<file path="config.mk">
export PLATFORM = sky130hd
export DESIGN_NAME = key_loader
export DESIGN_NICKNAME = d
export VERILOG_FILES = /design/src/rtl/key_loader.sv
export SDC_FILE = /design/constraint.sdc
export NUM_CORES = 1
export LEC_CHECK = 0
export CAP_MARGIN = 5
export CORE_ASPECT_RATIO = 1.1
export CORE_MARGIN = 2
export CORE_UTILIZATION = 57
export DETAILED_ROUTE_END_ITERATION = 7
export GPL_ROUTABILITY_DRIVEN = 0
export GPL_TIMING_DRIVEN = 0
export MAX_ROUTING_LAYER = met4
export PLACE_DENSITY = 0.82
export RECOVER_POWER = 25
export REMOVE_ABC_BUFFERS = 1
export SLEW_MARGIN = 15
export SYNTH_ARGS = -nofsm -noshare
export SYNTH_HDL_FRONTEND = slang
export SYNTH_SLANG_ARGS = --single-unit
</file>
<file path="constraint.sdc">
create_clock -name clk -period 2.5 [get_ports clk]
set_input_delay 0.5 -clock clk [delete_from_list [all_inputs] [get_ports clk]]
set_output_delay 0.5 -clock clk [all_outputs]
set_load 0.005 [all_outputs]
</file>
<file path="src/rtl/key_loader.sv">
// Byte-stream key loader: collects KEY_WIDTH/8 key bytes plus an XOR checksum byte,
// and commits a verified key to a held register that drives a logic-locked block.
module key_loader #(
  parameter int KEY_WIDTH = 32
) (
  input  logic                 clk,
  input  logic                 rst,
  input  logic                 s_valid,
  output logic                 s_ready,
  input  logic [7:0]           s_data,
  input  logic                 s_last,
  input  logic                 key_clear,
  output logic [KEY_WIDTH-1:0] key_out,
  output logic                 key_valid,
  output logic                 done,
  output logic                 err,
  output logic                 busy
);

  localparam int NBYTES = KEY_WIDTH / 8;
  localparam int CW     = $clog2(NBYTES + 1);
  localparam logic [CW-1:0] NB = CW'(NBYTES);

  typedef enum logic [1:0] {RECV, COMMIT, DRAIN} state_t;

  state_t                 state_reg, state_next;
  logic [CW-1:0]          cnt_reg, cnt_next;
  logic [7:0]             acc_reg, acc_next;
  logic [KEY_WIDTH-1:0]   shadow_reg, shadow_next;
  logic                   match_reg, match_next;
  logic [KEY_WIDTH-1:0]   key_reg, key_next;
  logic                   key_valid_reg, key_valid_next;
  logic                   err_reg, err_next;
  logic                   accept;

  assign s_ready   = (state_reg != COMMIT) && !key_clear;
  assign accept    = s_valid && s_ready;
  assign key_out   = key_reg;
  assign key_valid = key_valid_reg;
  assign busy      = (cnt_reg != '0) || (state_reg == COMMIT) || (state_reg == DRAIN);
  // A clear in the COMMIT cycle drops the pending result, so neither pulse may appear.
  assign done = !rst && !key_clear && (state_reg == COMMIT) && match_reg;
  assign err  = !rst && !key_clear && (err_reg || ((state_reg == COMMIT) && !match_reg));

  always_comb begin
    state_next     = state_reg;
    cnt_next       = cnt_reg;
    acc_next       = acc_reg;
    shadow_next    = shadow_reg;
    match_next     = match_reg;
    key_next       = key_reg;
    key_valid_next = key_valid_reg;
    err_next       = 1'b0;

    if (key_clear) begin
      state_next     = RECV;
      cnt_next       = '0;
      acc_next       = '0;
      key_next       = '0;
      key_valid_next = 1'b0;
    end else begin
      case (state_reg)
        RECV: begin
          if (accept) begin
            if (cnt_reg < NB) begin
              for (int i = 0; i < NBYTES; i++) begin
                if (cnt_reg == CW'(i)) shadow_next[8*i +: 8] = s_data;
              end
              acc_next = acc_reg ^ s_data;
              cnt_next = cnt_reg + CW'(1);
              if (s_last) begin
                err_next = 1'b1;
                cnt_next = '0;
                acc_next = '0;
              end
            end else begin
              cnt_next = '0;
              acc_next = '0;
              if (s_last) begin
                match_next = (s_data == acc_reg);
                state_next = COMMIT;
              end else begin
                err_next   = 1'b1;
                state_next = DRAIN;
              end
            end
          end
        end
        COMMIT: begin
          if (match_reg) begin
            key_next       = shadow_reg;
            key_valid_next = 1'b1;
          end
          state_next = RECV;
        end
        DRAIN: begin
          if (accept && s_last) state_next = RECV;
        end
        default: state_next = RECV;
      endcase
    end
  end

  always_ff @(posedge clk) begin
    if (rst) begin
      state_reg     <= RECV;
      cnt_reg       <= '0;
      acc_reg       <= '0;
      shadow_reg    <= '0;
      match_reg     <= 1'b0;
      key_reg       <= '0;
      key_valid_reg <= 1'b0;
      err_reg       <= 1'b0;
    end else begin
      state_reg     <= state_next;
      cnt_reg       <= cnt_next;
      acc_reg       <= acc_next;
      shadow_reg    <= shadow_next;
      match_reg     <= match_next;
      key_reg       <= key_next;
      key_valid_reg <= key_valid_next;
      err_reg       <= err_next;
    end
  end

endmodule

</file>
==> metrics.csv <==
metric;value;unit
status;finished, final reports clean;
Via-to-Cell Ratio;5.29;
DRC viols;0;
initial antenna violation count;0;
grt total ovfl;0;
Max Clk Rate;0.431;GHz
Final WS setup;0.181;ns
CP Data Arrival Time;1.82;ns
Antenna diodes;0;
Main synth FF type;dfxtp_1;
final hold vios;0;
largest net degree at the start of global routing;38;
TritonCTS clock tree;done;
dpl hpwl;4190;µm
Slew headroom;0.246;
CP peak stage delay;0.51;ns
Mapped Area;3160;µm²
Starting Density;0.589;
Tot GR Track Use;0.251;
Worst-Margin Slew;1.13;ns
vias in the first global route;2345;
Syn-to-layout area delta;23.8;%
Finished Cell Area;3910;µm²
yosys warns;0;
Tmin final;2.32;ns
slowest CP cell;clkdlybuf4s50_1;
maxcap violations;0;
Slew Limit Fails;0;
detailed-route via count;2641;
unrepaired setup endpoints after global routing;no;
final period utilization;0.928;
Post-DRT Antenna Nets;0;
Top-Level Pins;50;
WL met3;383;µm
pre-CTS setup slack;-1.30;ns
#FFs+latches synth;80;
worst vdd ir;0.000372;V
FFs w/ async S/R, synth;0;
WL met1;3000;µm
Core Rows;28;
Hold Crit Class;flop to flop;
worst-path cell chain;buf_2 -> or2_4 -> nor2_1 -> clkdlybuf4s50_1;
CTS root buffer;clkbuf_8;
I/O Buffers;49;
# nets final;437;
Die X-Extent;75.0;µm
crit-path max FO;37;
first-pass GRT wire length;11000;µm
CP Capture Type;output port;
top cells by count, synth;nand2_1 (88), dfxtp_1 (80), a21oi_1 (55);
Post-Syn Instances;376;
DR top layer;met4;
H-Tree Depth;3;
drt wl/cell;14.1;µm
area share of the largest cell type after synthesis;0.507;
total core area;5360;µm²
worst clock skew;0.00486;ns
total CTS buffers;9;
Die Ht;82.1;µm
Fin Hold WS;0.450;ns
post-synthesis sequential area ratio;0.507;
Skew-Pair Late Insertion Delay;0.35;ns
most instantiated library cell after synthesis;nand2_1;
metal2 WL;3500;µm
dpl cell area;3660;µm²
full die area;6150;µm²
layout cells sized above 1;0.0873;
synth unique cells;34;
EDFF count, synth;0;
CTS sink count;80;
Clock Pin Slew Worst Setup and Hold Paths;0.07;ns
Synth area leader;dfxtp_1;
endpoints failing setup;0;
Synth area leaders;dfxtp_1 (51%), nand2_1 (10%), a21oi_1 (8.7%), mux2i_1 (5.1%), nor2_1 (3.9%);
P per Cell Area;594;nW/µm²
leak pwr;1.49;nW
type of origin of the critical path;input pin;
syn avg cell area;8.40;µm²
First-pass DRT Iterations;4;
final wirelength;7010;µm
CP Data Required Time;2.00;ns
initial DRC count;148;
Clock Path Buffers;2;
total power draw;0.00232;W
kind of critical path;input pin to output port;
layer usage:
metal / GRT usage / vias to the layer above
li1: - / 1337
met1: 0.295 / 1222
met2: 0.399 / 71
met3: 0.0834 / 11
met4: 0.0911 / 0
met5: - / -
path summary, 6_finish.rpt:
| check | startpoint | cells past startpoint | to | slack, ns |
|---|---|---|---|---|
| worst min-delay path | key_out[20] | 2 | key_out[20] | 0.45 |
| worst min register to register | key_out[20] | 2 | key_out[20] | 0.45 |
| worst max register to register | state_reg[0] | 5 | key_out[3] | 0.46 |
| worst max-delay path | rst | 4 | err | 0.18 |
critical path: cells and delay by family:
| family | cells | cell delay (ns) |
|---|---|---|
| buf+inv | 2 | 0.82 |
| simple gates | 2 | 0.50 |
what timing repair did:
action	CTS	global route
hold buffers	0	0
gates cloned	2	0
buffers inserted	2	2
pin swaps	1	0
resized for setup	13	2
hold endpoints to repair	0	0
setup endpoints to repair	50	2
cells in the final DEF, fill, tap and decap left out, types with 2 or more instances in the layout:
cell type	instances
dlygate4sd3_1	18
a22oi_1	7
nor3_1	2
ha_1	5
nand2_1	87
mux2i_1	16
clkbuf_8	9
buf_4	4
nor2_1	33
nor2b_1	8
clkinv_2	3
a21oi_1	55
nand3_2	2
o21ai_0	8
buf_6	2
or2_2	3
clkdlybuf4s50_1	29
xnor2_1	2
dfxtp_1	79
inv_1	9
nor2b_4	2
clkinvlp_4	2
nand3_1	17
cell families after synthesis:
logic type / share of synthesized area
and+or+nand+nor: 0.238
DFF: 0.507
AOI/OAI and AO/OA: 0.130
buffers and inverters: 0.0452
muxes: 0.0507
adders and majority gates: 0.0198
xor gates and xnor gates: 0.00832
per-stage QoR:
step,util,std cells,TNS (ns)
finish,0.729,499,0
CTS,0.728,497,0
global route,0.729,499,0
global placement,0.678,475,-76.44
floorplan,-,351,-3.72
detailed placement,0.683,477,-24.58
area by class of cell:
type | count | area [µm²]
well taps | 75 | 93.8
repair buffers | 55 | 537
clock buffers | 10 | 128
clock inverters | 6 | 60.1
flip-flops and latches | 80 | 1600
inverters | 9 | 33.8
fillers | 427 | 1450
multi-input cells | 264 | 1450
report_power, final:
group          internal [W]  leakage [nW]  switching [W]
sequential          0.00128         0.646     0.00000516
combinational     0.0000456         0.750      0.0000800
clock              0.000456        0.0920       0.000453
total               0.00178          1.49       0.000538
(Power assumes the default switching activity.)
